[config.mk]
export PLATFORM = sky130hd
export DESIGN_NAME = mem_arbiter_flat
export DESIGN_NICKNAME = d
export VERILOG_FILES = /design/src/rtl/mem_arbiter_if.sv /design/src/rtl/mem_arbiter.sv /design/src/flat_wrapper.sv
export SDC_FILE = /design/constraint.sdc
export NUM_CORES = 1
export LEC_CHECK = 0
export ABC_AREA = 0
export ABC_CLOCK_PERIOD_IN_PS = 1750
export CORE_ASPECT_RATIO = 1.5
export CORE_MARGIN = 1.5
export CORE_UTILIZATION = 55
export DETAILED_ROUTE_END_ITERATION = 8
export DONT_BUFFER_PORTS = 1
export PLACE_DENSITY = 0.73
export SLEW_MARGIN = 10
export SYNTH_ARGS = -nofsm -noshare
export SYNTH_HDL_FRONTEND = slang
export SYNTH_SLANG_ARGS = --single-unit
[constraint.sdc]
create_clock -name clk -period 1.75 [get_ports clk]
set_input_delay 0.2625 -clock clk [delete_from_list [all_inputs] [get_ports clk]]
set_output_delay 0.2625 -clock clk [all_outputs]
set_load 0.03 [all_outputs]
[src/rtl/mem_arbiter_if.sv]
// Fetch, load/store and external memory-port signal bundle for mem_arbiter.
// master = arbiter side, slave = requesters plus memory.
interface mem_arbiter_if #(
    parameter int AW = 32,
    parameter int DW = 32
);
    logic            if_req;
    logic [AW-1:0]   if_addr;
    logic            if_gnt;
    logic            if_rvalid;
    logic [DW-1:0]   if_rdata;
    logic            if_err;

    logic            ls_req;
    logic            ls_we;
    logic [DW/8-1:0] ls_be;
    logic [AW-1:0]   ls_addr;
    logic [DW-1:0]   ls_wdata;
    logic            ls_gnt;
    logic            ls_rvalid;
    logic [DW-1:0]   ls_rdata;
    logic            ls_err;

    logic            mem_req;
    logic            mem_we;
    logic [DW/8-1:0] mem_be;
    logic [AW-1:0]   mem_addr;
    logic [DW-1:0]   mem_wdata;
    logic            mem_ack;
    logic [DW-1:0]   mem_rdata;

    modport master (
        input  if_req, if_addr,
        output if_gnt, if_rvalid, if_rdata, if_err,
        input  ls_req, ls_we, ls_be, ls_addr, ls_wdata,
        output ls_gnt, ls_rvalid, ls_rdata, ls_err,
        output mem_req, mem_we, mem_be, mem_addr, mem_wdata,
        input  mem_ack, mem_rdata
    );

    modport slave (
        output if_req, if_addr,
        input  if_gnt, if_rvalid, if_rdata, if_err,
        output ls_req, ls_we, ls_be, ls_addr, ls_wdata,
        input  ls_gnt, ls_rvalid, ls_rdata, ls_err,
        input  mem_req, mem_we, mem_be, mem_addr, mem_wdata,
        output mem_ack, mem_rdata
    );
endinterface

[src/rtl/mem_arbiter.sv]
// Two-requester (fetch, load/store) arbiter for one memory port with a no-ack watchdog.
// Define MEM_ARB_RR_EN for round-robin arbitration; default is fixed LSU-over-IFU priority.
module mem_arbiter #(
    parameter int AW      = 32,
    parameter int DW      = 32,
    parameter int TIMEOUT = 255
) (
    input  logic          clk,
    input  logic          rst,
    mem_arbiter_if.master bus,
    output logic          busy
);
    localparam int CW = (TIMEOUT > 1) ? $clog2(TIMEOUT) : 1;
    localparam logic [CW-1:0] CNT_LAST = CW'(TIMEOUT - 1);

    typedef enum logic [1:0] {IDLE, IF_XFER, LS_XFER} state_t;

    state_t        state, state_nxt;
    logic [CW-1:0] cnt;
    logic          if_win, ls_win;
    logic          timeout, done;

`ifdef MEM_ARB_RR_EN
    // Remembers whether LSU won the last grant; favours the other side on contention.
    logic last_ls;

    always_ff @(posedge clk or negedge rst) begin
        if (!rst)                 last_ls <= 1'b1;
        else if (ls_win | if_win) last_ls <= ls_win;
    end
`endif

    always_ff @(posedge clk or negedge rst) begin
        if (!rst) state <= IDLE;
        else      state <= state_nxt;
    end

    always_comb begin
        state_nxt = state;
        if_win    = 1'b0;
        ls_win    = 1'b0;
        timeout   = (cnt == CNT_LAST);
        done      = 1'b0;
        case (state)
            IDLE: begin
`ifdef MEM_ARB_RR_EN
                ls_win = bus.ls_req & (~bus.if_req | ~last_ls);
                if_win = bus.if_req & (~bus.ls_req | last_ls);
`else
                ls_win = bus.ls_req;
                if_win = bus.if_req & ~bus.ls_req;
`endif
                if (ls_win)      state_nxt = LS_XFER;
                else if (if_win) state_nxt = IF_XFER;
            end
            IF_XFER, LS_XFER: begin
                done = bus.mem_ack | timeout;
                if (done) state_nxt = IDLE;
            end
            default: state_nxt = IDLE;
        endcase
    end

    assign bus.if_gnt = if_win;
    assign bus.ls_gnt = ls_win;
    assign busy       = (state != IDLE);

    always_ff @(posedge clk or negedge rst) begin
        if (!rst) begin
            cnt           <= '0;
            bus.mem_req   <= 1'b0;
            bus.mem_we    <= 1'b0;
            bus.mem_be    <= '0;
            bus.mem_addr  <= '0;
            bus.mem_wdata <= '0;
            bus.if_rvalid <= 1'b0;
            bus.if_err    <= 1'b0;
            bus.if_rdata  <= '0;
            bus.ls_rvalid <= 1'b0;
            bus.ls_err    <= 1'b0;
            bus.ls_rdata  <= '0;
        end else begin
            bus.if_rvalid <= 1'b0;
            bus.if_err    <= 1'b0;
            bus.ls_rvalid <= 1'b0;
            bus.ls_err    <= 1'b0;
            if (state == IDLE) begin
                cnt <= '0;
                if (ls_win) begin
                    bus.mem_req   <= 1'b1;
                    bus.mem_we    <= bus.ls_we;
                    bus.mem_be    <= bus.ls_be;
                    bus.mem_addr  <= bus.ls_addr;
                    bus.mem_wdata <= bus.ls_wdata;
                end else if (if_win) begin
                    bus.mem_req   <= 1'b1;
                    bus.mem_we    <= 1'b0;
                    bus.mem_be    <= '1;
                    bus.mem_addr  <= bus.if_addr;
                    bus.mem_wdata <= '0;
                end
            end else if (done) begin
                // Ack takes precedence over a simultaneous watchdog expiry.
                cnt         <= '0;
                bus.mem_req <= 1'b0;
                if (state == IF_XFER) begin
                    bus.if_rvalid <= 1'b1;
                    bus.if_err    <= ~bus.mem_ack;
                    bus.if_rdata  <= bus.mem_ack ? bus.mem_rdata : '0;
                end else begin
                    bus.ls_rvalid <= 1'b1;
                    bus.ls_err    <= ~bus.mem_ack;
                    bus.ls_rdata  <= (bus.mem_ack && !bus.mem_we) ? bus.mem_rdata : '0;
                end
            end else begin
                cnt <= cnt + CW'(1);
            end
        end
    end
endmodule

[src/flat_wrapper.sv]
// flat-port wrapper written by rule: the top's interface ports become plain ports
module mem_arbiter_flat 
#(
    parameter int AW      = 32,
    parameter int DW      = 32,
    parameter int TIMEOUT = 255
)
  (clk, rst, busy, bus_if_req, bus_if_addr, bus_if_gnt, bus_if_rvalid, bus_if_rdata, bus_if_err, bus_ls_req, bus_ls_we, bus_ls_be, bus_ls_addr, bus_ls_wdata, bus_ls_gnt, bus_ls_rvalid, bus_ls_rdata, bus_ls_err, bus_mem_req, bus_mem_we, bus_mem_be, bus_mem_addr, bus_mem_wdata, bus_mem_ack, bus_mem_rdata);
  mem_arbiter_if #(.AW(AW), .DW(DW)) bus_i ();
  input  logic clk;
  input  logic rst;
  output logic busy;
  input wire logic [$bits(bus_i.if_req)-1:0] bus_if_req;
  input wire logic [$bits(bus_i.if_addr)-1:0] bus_if_addr;
  output wire logic [$bits(bus_i.if_gnt)-1:0] bus_if_gnt;
  output wire logic [$bits(bus_i.if_rvalid)-1:0] bus_if_rvalid;
  output wire logic [$bits(bus_i.if_rdata)-1:0] bus_if_rdata;
  output wire logic [$bits(bus_i.if_err)-1:0] bus_if_err;
  input wire logic [$bits(bus_i.ls_req)-1:0] bus_ls_req;
  input wire logic [$bits(bus_i.ls_we)-1:0] bus_ls_we;
  input wire logic [$bits(bus_i.ls_be)-1:0] bus_ls_be;
  input wire logic [$bits(bus_i.ls_addr)-1:0] bus_ls_addr;
  input wire logic [$bits(bus_i.ls_wdata)-1:0] bus_ls_wdata;
  output wire logic [$bits(bus_i.ls_gnt)-1:0] bus_ls_gnt;
  output wire logic [$bits(bus_i.ls_rvalid)-1:0] bus_ls_rvalid;
  output wire logic [$bits(bus_i.ls_rdata)-1:0] bus_ls_rdata;
  output wire logic [$bits(bus_i.ls_err)-1:0] bus_ls_err;
  output wire logic [$bits(bus_i.mem_req)-1:0] bus_mem_req;
  output wire logic [$bits(bus_i.mem_we)-1:0] bus_mem_we;
  output wire logic [$bits(bus_i.mem_be)-1:0] bus_mem_be;
  output wire logic [$bits(bus_i.mem_addr)-1:0] bus_mem_addr;
  output wire logic [$bits(bus_i.mem_wdata)-1:0] bus_mem_wdata;
  input wire logic [$bits(bus_i.mem_ack)-1:0] bus_mem_ack;
  input wire logic [$bits(bus_i.mem_rdata)-1:0] bus_mem_rdata;
  assign bus_i.if_req = bus_if_req;
  assign bus_i.if_addr = bus_if_addr;
  assign bus_if_gnt = bus_i.if_gnt;
  assign bus_if_rvalid = bus_i.if_rvalid;
  assign bus_if_rdata = bus_i.if_rdata;
  assign bus_if_err = bus_i.if_err;
  assign bus_i.ls_req = bus_ls_req;
  assign bus_i.ls_we = bus_ls_we;
  assign bus_i.ls_be = bus_ls_be;
  assign bus_i.ls_addr = bus_ls_addr;
  assign bus_i.ls_wdata = bus_ls_wdata;
  assign bus_ls_gnt = bus_i.ls_gnt;
  assign bus_ls_rvalid = bus_i.ls_rvalid;
  assign bus_ls_rdata = bus_i.ls_rdata;
  assign bus_ls_err = bus_i.ls_err;
  assign bus_mem_req = bus_i.mem_req;
  assign bus_mem_we = bus_i.mem_we;
  assign bus_mem_be = bus_i.mem_be;
  assign bus_mem_addr = bus_i.mem_addr;
  assign bus_mem_wdata = bus_i.mem_wdata;
  assign bus_i.mem_ack = bus_mem_ack;
  assign bus_i.mem_rdata = bus_mem_rdata;
  mem_arbiter #(.AW(AW), .DW(DW), .TIMEOUT(TIMEOUT)) u_core (.clk(clk), .rst(rst), .bus(bus_i), .busy(busy));
endmodule
==> qor.yml, run 1 <==
status:
  outcome: "complete, but fails checks"
  failed_checks: "hold timing, setup timing"
cells_and_area:
  fill_cells: 741
  layout.core_utilization_pct: 74.0
  area_growth_syn_to_layout_pct: 30.0
  drive_above_1_share_pct: 10.7
  multi_input_comb_area_um2: 2390
  regArea_um2: 3700
  nNetsFinal: 912
  antenna-diode-count: 0
cts:
  numCtsBuffers: 17
  clock_pin_transition_on_the_worst_setup_and_hold_timing_paths_ns: 0.06
  cts-htree-levels: 4
  ctsHoldBuffers: 97
  ctsLongestPathBuffers: 2
  clk_root_buffer_cell: "clkbuf_16"
  tritoncts: "built"
  clock-sinks: 148
  clock_insertion_delay_worst_skew_ns: 0.42
placement:
  port-buffer-count: 0
  dp.final_hpwl_um: 11300
  gp_congestion: 0.825
logic_synthesis:
  yosys.area.top_type_share_pct: 56.1
  mapped_area_um2: 6600
  synth.top_cells.by_count: "dfrtp_1, nand2_1, o21ai_0"
  yosys.cell_types.count: 41
  synthTopCellsByArea: "dfrtp_1, o21ai_0, nand2_1"
  synth_seq_area_share_pct: 56.1
  postSynthAreaPerCell_um2: 9.94
  async_reset_ff_share_pct: 100
  synthCells: 664
  ys_seq_elements: 148
  synth_enable_flop_cells: 0
  post-synth-top-count-cell: "dfrtp_1"
  synth_area_leader_cell: "dfrtp_1"
  synth_top_flop_cell: "dfrtp_1"
  postSynthNetCount: 807
  synth_warnings: 0
critical_path:
  path_depth: 5
  cpPeakStageDelay_ns: 0.38
  crit_end: "bus_if_gnt"
  cp_max_fo: 7
  critical_path.cell_chain: "inv_2, ha_4, nand3b_1, buf_12, clkinvlp_4"
  worstSetupPathType: "reg2out"
  cpLargestDelayFamily: "buffers and inverters"
  cp_data_arrival_time_ns: 1.49
  critical-path-slowest-cell: "dfrtp_1"
  element_type_at_the_critical_path_start: "flip-flop"
  worstReg2RegEnd: "u_core.bus.mem_addr[29]$_DFFE_PN0P_"
  critical_path.endpoint_type: "output pin"
  ff2ff_setup_slack_ns: 0.03
  critical_path.n_buffers_inverters: 3
  critPathRequiredTime_ns: 1.49
  crit_path_start: "u_core.state[1]$_DFFE_PN0P_"
  r2r.worst_path.cells: 8
  critical_r2r_launch: "u_core.state[1]$_DFFE_PN0P_"
min_path:
  timing.hold.worst.class: "in2async"
sta:
  worst_pin_slew_ns: 0.464
  post-route-worst-setup-slack_ns: -0.0000847
  period_needed_ns: 1.75
  timing.final.crit_share_pct: 100
  final.hold.worst_slack_ns: -0.458
  final-setup-viol-count: 1
  timing.slew.headroom_pct: 69.1
  fin_skew_ns: 0.0110
  fmax_mhz: 571
  setup_repair_after_global_routing_missed_its_margin: "yes"
  timing.final.max_slew_violations: 0
  report.final.hold_viol_count: 148
global_routing:
  globalRouteOverflowTotal: 0
  tot_gr_track_use_pct: 28.8
  first_global_vias: 5655
  grt_max_degree: 149
  initial_antenna_violation_count: 0
  grt_first_pass_wirelength_um: 28400
floorplanning:
  core_area_um2: 11600
  die-area_um2: 12700
  initial_core_util_pct: 57.0
  height_of_the_die_um: 137
  dieWidth_um: 92.5
  io-pin-count: 279
  rows: 48
flow_run:
  cap_viol_max_count: 0
pwr:
  power_per_cell_area_nw_per_um2: 1900
  sw_frac_of_total_pct: 46.3
  total_leakage_power_nw: 4.22
  seq_power_share_pct: 49.1
  switching_power_total_mw: 7.53
  share_clk_of_total_power_pct: 20.7
  power.share.combinational_pct: 30.2
  ir_drop_mv: 1.23
  p_int_mw: 8.74
drt:
  drt-initial-drc-count: 344
  drt_wl_total_um: 19200
  post_drt_wl_per_cell_um: 20.6
  first_pass_iters: 5
  detailroute.via_count: 5524
  detail_route.drc_violations: 0
  drt.antenna.violating_nets: 0
  vias_per_cell: 5.93
==> cell type report <==
type / count / area share, %
Sequential cell: 148 / 43.2
Multi-Input combinational cell: 393 / 27.8
Timing Repair Buffer: 136 / 17.1
Clock buffer: 20 / 5.32
Inverter: 73 / 3.24
Tap cell: 150 / 2.19
Clock inverter: 12 / 1.11
==> cell families after synthesis <==
| kind of cell | count (synthesis) | synth area share [%] |
|---|---|---|
| multiplexers | 33 | 5.00 |
| AND/OR/NAND/NOR | 174 | 11.6 |
| flip-flops | 148 | 56.1 |
| AO/OA/AOI/OAI | 178 | 17.7 |
| XOR/XNOR | 3 | 0.398 |
| adder cells (fa/ha/maj) | 5 | 0.948 |
| buffers and inverters | 123 | 8.23 |
==> sequential cells by signal, indices dropped and copies added (netlist names) <==
name                  flops
u_core.cnt                8
u_core.bus.mem_be         4
u_core.bus.ls_rdata      32
u_core.bus.mem_wdata     32
u_core.bus.ls_rvalid      1
u_core.bus.if_rvalid      1
u_core.state              2
u_core.bus.if_err         1
u_core.bus.if_rdata      32
u_core.bus.mem_req        1
u_core.bus.mem_we         1
u_core.bus.ls_err         1
u_core.bus.mem_addr      32
==> worst min-delay path by stage <==
stage	start	to	slack [ns]	cells after the start
after detailed placement	rst	u_core.bus.ls_rdata[10]$_DFFE_PN0P_	-0.03	0
after global placement	rst	u_core.bus.if_rdata[10]$_DFFE_PN0P_	-0.03	0
after global routing	rst	u_core.bus.ls_rdata[10]$_DFFE_PN0P_	-0.48	0
after floorplan	rst	u_core.bus.if_err$_DFF_PN0_	-0.03	0
after CTS	rst	u_core.bus.ls_rdata[10]$_DFFE_PN0P_	-0.47	0
final	rst	u_core.bus.ls_rdata[10]$_DFFE_PN0P_	-0.46	0
==> layout by cell type, fill, tap and decap left out, types with 2 or more instances in the layout <==
master | Yosys | layout
mux2i_1 | 33 | 31
or3_1 | 2 | 2
a32oi_1 | 32 | 32
o21ai_1 | 11 | 27
buf_12 | 0 | 10
inv_1 | 73 | 69
nor2_1 | 8 | 8
buf_4 | 3 | 24
clkinvlp_4 | 0 | 6
o21ai_0 | 89 | 73
clkbuf_8 | 0 | 2
dlygate4sd3_1 | 0 | 97
inv_2 | 0 | 3
a21oi_1 | 5 | 5
nor3_1 | 3 | 3
clkbuf_16 | 0 | 20
nor2b_1 | 2 | 2
a2bb2oi_1 | 32 | 32
ha_1 | 5 | 3
xor2_1 | 2 | 2
nand3_1 | 41 | 40
nand2_1 | 108 | 108
a21boi_0 | 2 | 2
mux2i_2 | 0 | 2
clkinv_4 | 0 | 2
inv_6 | 0 | 4
dfrtp_1 | 148 | 148
==> repair_timing <==
item,4_1_cts,5_1_grt
gates cloned,1,3
pin swaps,2,1
gates resized for setup,5,21
hold endpoints to repair,246,148
setup buffers,6,4
endpoints found under the setup margin,12,76
==> layer usage <==
| metal | up-vias | GRT usage [%] | wire length, um |
|---|---|---|---|
| met1 | 2629 | 32.8 | 6730 |
| met4 | 0 | 14.7 | 676 |
| met5 | - | 0 | 0 |
| met3 | 52 | 9.77 | 2070 |
| li1 | 2483 | - | - |
| met2 | 360 | 48.0 | 9720 |
==> per-stage QoR <==
stage	instance area, um2	TNS, ns	instances	total power, mW	setup slack, ns
6_report	8580	-0.0000847	932	16.3	-0.0000847
4_1_cts	8460	-0.0174	925	15.9	-0.0174
3_5_place_dp	6840	-0.0440	789	12.2	-0.0266
2_1_floorplan	6600	0	664	10.8	0.0619
5_1_grt	8580	-0.222	932	17.1	-0.0911
3_3_place_gp	6840	0	789	11.9	0.0676
==> power by group through the flow <==
stage | clock, mW | combinational, mW | sequential (mW)
2_1_floorplan | 0 | 3.17 | 7.60
3_3_place_gp | 0 | 3.91 | 7.97
3_5_place_dp | 0 | 4.18 | 7.98
4_1_cts | 3.41 | 4.52 | 7.96
5_1_grt | 3.57 | 5.36 | 8.12
6_report | 3.36 | 4.91 | 7.99
No activity file was read; power rests on OpenSTA's default activity.
==> run 2: changes to the inputs <==
SKIP_LAST_GASP = 1   (was not set)
==> run 2 against run 1 <==
  * Largest cell class unchanged
  * Register-to-register slack barely moved
  * Combinational power barely moved
  * Final area barely moved
  * Sequential share of layout area barely moved
  * Critical path depth did not move
  * The run ends with hold timing left
  * Setup slack improved by 0.00050 ns
  * Clock skew fell by 0.00087 ns
  * Critical endpoint unchanged
  * Global-route usage did not move
  * Highest routed layer unchanged
  * Core utilization barely moved
  * Clock-buffer cell count did not move
==> qor.yml, run 2 (synthesis results as in run 1) <==
critical_path:
  cpLargestDelayFamily: "buffers and inverters"
  critical-path-slowest-cell: "dfrtp_1"
  element_type_at_the_critical_path_start: "flip-flop"
  critical_path.cell_chain: "inv_2, ha_4, nand3b_1, buf_12, clkinvlp_4"
  worstSetupPathType: "reg2out"
  critical_path.endpoint_type: "output pin"
  critical_path.n_buffers_inverters: 3  # unchanged
  cpPeakStageDelay_ns: 0.38  # about the same
  cp_max_fo: 7  # unchanged
  critPathRequiredTime_ns: 1.49  # about the same
  cp_data_arrival_time_ns: 1.49  # about the same
  ff2ff_setup_slack_ns: 0.04  # about the same
cts:
  clock_insertion_delay_worst_skew_ns: 0.41  # about the same
  cts-htree-levels: 4  # unchanged
  clock_pin_transition_on_the_worst_setup_and_hold_timing_paths_ns: 0.06  # about the same
  tritoncts: "built"
  ctsLongestPathBuffers: 2  # unchanged
  numCtsBuffers: 17  # unchanged
  ctsHoldBuffers: 97  # unchanged
  clk_root_buffer_cell: "clkbuf_16"
  clock-sinks: 148  # unchanged
sta:
  post-route-worst-setup-slack_ns: 0.000417  # +0.000502 ns
  final-setup-viol-count: 0  # -1
  worst_pin_slew_ns: 0.462  # -0.00183 ns
  report.final.hold_viol_count: 148  # unchanged
  period_needed_ns: 1.75  # -0.000502 ns
  final.hold.worst_slack_ns: -0.457  # +0.000742 ns
  timing.final.crit_share_pct: 100  # about the same
  fmax_mhz: 572  # about the same
  fin_skew_ns: 0.0102  # -0.000869 ns
  timing.slew.headroom_pct: 69.2  # +0.12 points
  setup_repair_after_global_routing_missed_its_margin: "yes"
  timing.final.max_slew_violations: 0  # unchanged
  setup-tns-final_ns: 0  # +0.0000847 ns
pwr:
  power.share.combinational_pct: 30.2  # about the same
  power_per_cell_area_nw_per_um2: 1900  # about the same
  sw_frac_of_total_pct: 46.3  # about the same
  share_clk_of_total_power_pct: 20.7  # about the same
  ir_drop_mv: 1.22  # -0.17%
  seq_power_share_pct: 49.1  # about the same
  total_leakage_power_nw: 4.22  # +0.11%
  switching_power_total_mw: 7.54  # +0.10%
  finalPower_mw: 16.3  # about the same
  p_int_mw: 8.74  # about the same
global_routing:
  tot_gr_track_use_pct: 28.8  # unchanged
  initial_antenna_violation_count: 0  # unchanged
  grt_first_pass_wirelength_um: 28400  # unchanged
  globalRouteOverflowTotal: 0  # unchanged
  first_global_vias: 5655  # unchanged
  grt_max_degree: 149  # unchanged
floorplanning:
  io-pin-count: 279  # unchanged
  rows: 48  # unchanged
  initial_core_util_pct: 57.0  # unchanged
  die-area_um2: 12700  # unchanged
  dieWidth_um: 92.5  # unchanged
  core_area_um2: 11600  # unchanged
  height_of_the_die_um: 137  # unchanged
drt:
  detailroute.via_count: 5519  # -0.091%
  vias_per_cell: 5.92  # about the same
  detail_route.drc_violations: 0  # unchanged
  drt-initial-drc-count: 312  # -9.3%
  post_drt_wl_per_cell_um: 20.6  # +0.24%
  drt_wl_total_um: 19200  # +0.24%
  first_pass_iters: 5  # unchanged
  drt.antenna.violating_nets: 0  # unchanged
cells_and_area:
  layout_common_cells: "dfrtp_1, nand2_1, dlygate4sd3_1, o21ai_0, inv_1"
  fill_cells: 740  # -0.13%
  layout.cells.most_common: "dfrtp_1"
  layout.core_utilization_pct: 74.0  # about the same
  drive_above_1_share_pct: 10.6  # -0.13 points
  nNetsFinal: 912  # unchanged
  antenna-diode-count: 0  # unchanged
  area_growth_syn_to_layout_pct: 29.9  # about the same
placement:
  dp.final_hpwl_um: 11300  # unchanged
  port-buffer-count: 0  # unchanged
  dp_worst_setup_slack_ns: -0.0266  # unchanged
  gp_congestion: 0.825  # unchanged
status:
  outcome: "complete, but fails checks"
  failed_checks: "hold timing"
min_path:
  timing.hold.worst.class: "in2async"
flow_run:
  cap_viol_max_count: 0  # unchanged
==> run 2: cell counts in the layout (fill, tap and decap cells not counted) <==
Identical to the previous run, type by type.
==> run 2: cell type report <==
cell class	count	area (um2)	share of cell area, %
inverter	73	278	3.24
clock inverter	12	95.1	1.11
timing repair buffer	136	1470	17.1
multi-input combinational	393	2380	27.8
sequential	148	3700	43.2
clock buffer	20	457	5.33
tap	150	188	2.19
==> run 2: power groups by stage <==
stage | registers, mW | clock network (mW) | logic, mW
5_1_grt | 8.12 | 3.57 | 5.35
6_report | 7.99 | 3.37 | 4.91
2_1_floorplan | 7.60 | 0 | 3.17
4_1_cts | 7.96 | 3.41 | 4.52
3_5_place_dp | 7.98 | 0 | 4.18
3_3_place_gp | 7.97 | 0 | 3.91
==> run 2: layer usage <==
| layer | vias to the layer above | part of all wire (%) | global-route usage, % |
|---|---|---|---|
| met1 | 2603 | 35 | 32.8 |
| li1 | 2482 | - | - |
| met4 | 0 | 3.3 | 14.7 |
| met2 | 383 | 50 | 48.0 |
| met5 | - | 0 | 0 |
| met3 | 51 | 11 | 9.77 |
==> run 2: what timing repair did <==
| action | in CTS | in global routing |
|---|---|---|
| setup endpoints to repair | 12 | 76 |
| buffers inserted | 6 | 4 |
| resized for setup | 5 | 19 |
| gates cloned | 1 | 3 |
| pin swaps | 2 | 1 |
| endpoints found under the hold margin | 246 | 148 |
==> run 2: per-stage QoR <==
| stage | hold WS (ns) | cell area [um2] | cells |
|---|---|---|---|
| 2_1_floorplan | -0.0331 | 6600 | 664 |
| 3_3_place_gp | -0.0305 | 6840 | 789 |
| 3_5_place_dp | -0.0304 | 6840 | 789 |
| 4_1_cts | -0.474 | 8460 | 925 |
| 5_1_grt | -0.484 | 8580 | 932 |
| 6_report | -0.457 | 8580 | 932 |
==> run 2: final timing paths <==
check                                             from                                   to  cells past startpoint
max reg2reg                u_core.state[0]$_DFFE_PN0P_  u_core.bus.mem_addr[29]$_DFFE_PN0P_                      8
min                                                rst  u_core.bus.ls_rdata[10]$_DFFE_PN0P_                      0
max                        u_core.state[1]$_DFFE_PN0P_                           bus_if_gnt                      5
min in group clk                        bus_ls_addr[6]   u_core.bus.mem_addr[6]$_DFFE_PN0P_                      2
min reg2reg                    u_core.cnt[0]$_DFF_PN0_              u_core.cnt[0]$_DFF_PN0_                      1
max in group asynchronous                          rst  u_core.bus.mem_wdata[6]$_DFFE_PN0P_                      0
==> run 2: worst register-to-register path, delay by kind of cell, from the launching register on <==
kind            cells  cell delay, ns
buf+inv             4            0.56
compound gates      1            0.10
simple gates        1            0.15
fa+ha+maj           1            0.18
flops               1            0.36
mux                 1            0.24
==> run 3: changes to the inputs <==
==> constraint.sdc (replaced) <==
create_clock -name clk -period 1.75 [get_ports clk]
set_input_delay 0.2625 -clock clk [delete_from_list [all_inputs] [get_ports clk]]
set_output_delay 0.2625 -clock clk [all_outputs]
set_load 0.005 [all_outputs]
==> run 3 against run 2 <==
  * The flow still finishes with violations (hold timing)
  * Die area unchanged
  * Final cell count decreased by 0.21%
  * Core utilization increased by 0.49 points
  * Combinational power increased by 1%
  * Clock-buffer cell count decreased by 2
  * Sequential power decreased by 27%
  * First-iteration DRC count decreased by 6.1%
  * Non-clock buffer count decreased by 2
  * Final area increased by 0.66%
==> qor.yml, run 3 (synthesis results as in run 1) <==
drt:
  vias_per_cell: 6.06  # +2.4%
  drt_wl_total_um: 19400  # +0.92%
  first_pass_iters: 6  # +1
  drt-initial-drc-count: 293  # -6.1%
  post_drt_wl_per_cell_um: 20.9  # +1.1%
  detailroute.via_count: 5640  # +2.2%
  detail_route.drc_violations: 0  # unchanged
  drt.antenna.violating_nets: 0  # unchanged
pwr:
  power.share.combinational_pct: 34.9  # +4.7 points
  p_int_mw: 8.83  # +1.0%
  sw_frac_of_total_pct: 37.8  # -8.5 points
  share_clk_of_total_power_pct: 24.1  # +3.4 points
  total_leakage_power_nw: 4.25  # +0.64%
  seq_power_share_pct: 41.0  # -8.1 points
  power_per_cell_area_nw_per_um2: 1640  # -13%
  ir_drop_mv: 0.851  # -30%
  switching_power_total_mw: 5.37  # -29%
cells_and_area:
  area_growth_syn_to_layout_pct: 30.8
  layout_common_cells: "dfrtp_1, nand2_1, dlygate4sd3_1, o21ai_0, inv_1"
  layout.cells.most_common: "dfrtp_1"
  nNetsFinal: 910  # -0.22%
  antenna-diode-count: 0  # unchanged
  drive_above_1_share_pct: 10.5  # -0.10 points
  fill_cells: 723  # -2.3%
floorplanning:
  initial_core_util_pct: 57.0  # unchanged
  io-pin-count: 279  # unchanged
  core_area_um2: 11600  # unchanged
  dieWidth_um: 92.5  # unchanged
  rows: 48  # unchanged
  height_of_the_die_um: 137  # unchanged
  die-area_um2: 12700  # unchanged
cts:
  ctsLongestPathBuffers: 2  # unchanged
  tritoncts: "built"
  clock-sinks: 148  # unchanged
  cts-htree-levels: 4  # unchanged
  clock_pin_transition_on_the_worst_setup_and_hold_timing_paths_ns: 0.06  # about the same
  clock_insertion_delay_worst_skew_ns: 0.42  # about the same
  clk_root_buffer_cell: "clkbuf_16"
  numCtsBuffers: 17  # unchanged
  ctsHoldBuffers: 100  # +3.1%
sta:
  fmax_mhz: 588  # +2.9%
  timing.final.crit_share_pct: 97.1  # -2.8 points
  fin_skew_ns: 0.00698  # -0.00319 ns
  setup_repair_after_global_routing_missed_its_margin: "yes"
  setup-tns-final_ns: 0  # unchanged
  timing.slew.headroom_pct: 74.6  # +5.4 points
  worst_pin_slew_ns: 0.381  # -0.0811 ns
  final.hold.worst_slack_ns: -0.455  # +0.00188 ns
  final-setup-viol-count: 0  # unchanged
  post-route-worst-setup-slack_ns: 0.0503  # +0.0499 ns
  timing.final.max_slew_violations: 0  # unchanged
  report.final.hold_viol_count: 148  # unchanged
  period_needed_ns: 1.70  # -0.0499 ns
placement:
  gp_congestion: 0.768  # -6.9%
  dp_worst_setup_slack_ns: 0.0115  # +0.0381 ns
  dp.final_hpwl_um: 10700  # -5.3%
  port-buffer-count: 0  # unchanged
critical_path:
  worstSetupPathType: "reg2reg"
  element_type_at_the_critical_path_start: "flip-flop"
  cp_data_arrival_time_ns: 1.98  # +0.49 ns
  ff2ff_setup_slack_ns: 0.05  # about the same
  critical-path-slowest-cell: "dfrtp_1"
  critical_path.endpoint_type: "flip-flop"
  cp_max_fo: 16  # +9
  critPathRequiredTime_ns: 2.03  # +0.54 ns
  cpPeakStageDelay_ns: 0.41  # +0.03 ns
  critical_path.cell_chain: "inv_1, ha_2, nand3_2, o31ai_4, buf_12, clkbuf_16, o21ai_0"
  cpLargestDelayFamily: "buffers and inverters"
  critical_path.n_buffers_inverters: 3  # unchanged
global_routing:
  initial_antenna_violation_count: 0  # unchanged
  globalRouteOverflowTotal: 0  # unchanged
  tot_gr_track_use_pct: 29.6  # +0.83 points
  first_global_vias: 5730  # +1.3%
  grt_first_pass_wirelength_um: 29200  # +2.8%
  grt_max_degree: 149  # unchanged
flow_run:
  cap_viol_max_count: 0  # unchanged
status:
  failed_checks: "hold timing"
  outcome: "complete, but fails checks"
min_path:
  timing.hold.worst.class: "in2async"
-- run 3: cell count changes in the layout (fill, tap and decap cells not counted), moves of 2 or more --
cell,delta
o21ai_1,-12
buf_6,+2
buf_4,-8
o21ai_0,+11
dlygate4sd3_1,+3
clkinvlp_4,-3
inv_8,+2
-- run 3: final timing paths --
path,startpoint,end,cells past startpoint
worst min register to register,u_core.cnt[0]$_DFF_PN0_,u_core.cnt[0]$_DFF_PN0_,1
worst min-delay path,rst,u_core.bus.if_rdata[10]$_DFFE_PN0P_,0
worst max-delay path,u_core.cnt[0]$_DFF_PN0_,u_core.bus.if_rdata[31]$_DFFE_PN0P_,7
min in group clk,bus_mem_rdata[20],u_core.bus.ls_rdata[20]$_DFFE_PN0P_,2
max in group asynchronous,rst,u_core.bus.if_rdata[27]$_DFFE_PN0P_,0
worst max register to register,u_core.cnt[0]$_DFF_PN0_,u_core.bus.if_rdata[31]$_DFFE_PN0P_,7
-- run 3: area by class of cell --
cell class / instances / area, um2 / share of cell area, %
inverter: 73 / 274 / 3.17
multi-input combinational: 393 / 2400 / 27.9
clock buffer: 18 / 439 / 5.09
clock inverter: 14 / 120 / 1.39
timing repair buffer: 134 / 1500 / 17.4
sequential: 148 / 3700 / 42.9
tap: 150 / 188 / 2.17
-- run 3: through the flow --
step | std cells | instance area [um2] | utilization (%) | power, mW | hold slack (ns)
global route | 930 | 8630 | 74.5 | 15.0 | -0.475
finish | 930 | 8630 | 74.5 | 14.2 | -0.455
global placement | 780 | 6750 | 58.2 | 9.50 | -0.0305
CTS | 925 | 8520 | 73.5 | 13.7 | -0.473
detailed placement | 780 | 6750 | 58.2 | 9.73 | -0.0304
floorplan | 664 | 6600 | - | 8.54 | -0.0331
-- run 3: what timing repair did --
item / in CTS / in global routing
pin swaps: 1 / 3
buffers inserted: 9 / 2
gates cloned: 4 / 4
endpoints found under the hold margin: 255 / 148
setup endpoints to repair: 3 / 75
resized for setup: 4 / 15
-- run 3: layer usage --
metal  wire length, um  vias to the layer above  track usage (%)
li1                  -                     2487                -
met1              6820                     2739             33.7
met2             10200                      362             51.2
met3              1800                       52             9.05
met4               590                        0             13.2
met5                 0                        -                0
-- run 3: power by group through the flow --
| stage | clock network (mW) | registers, mW | logic [mW] |
|---|---|---|---|
| 2_1_floorplan | 0 | 5.42 | 3.12 |
| 3_3_place_gp | 0 | 5.79 | 3.71 |
| 3_5_place_dp | 0 | 5.79 | 3.93 |
| 4_1_cts | 3.49 | 5.77 | 4.45 |
| 5_1_grt | 3.62 | 5.94 | 5.43 |
| 6_report | 3.42 | 5.81 | 4.96 |
-- run 3: worst reg2reg max path, delay by kind of cell, from the launching register on --
kind / cells / cell delay (ns)
flops: 1 / 0.41
buf+inv: 3 / 0.41
fa+ha+maj: 1 / 0.21
compound gates: 2 / 0.41
simple gates: 1 / 0.13
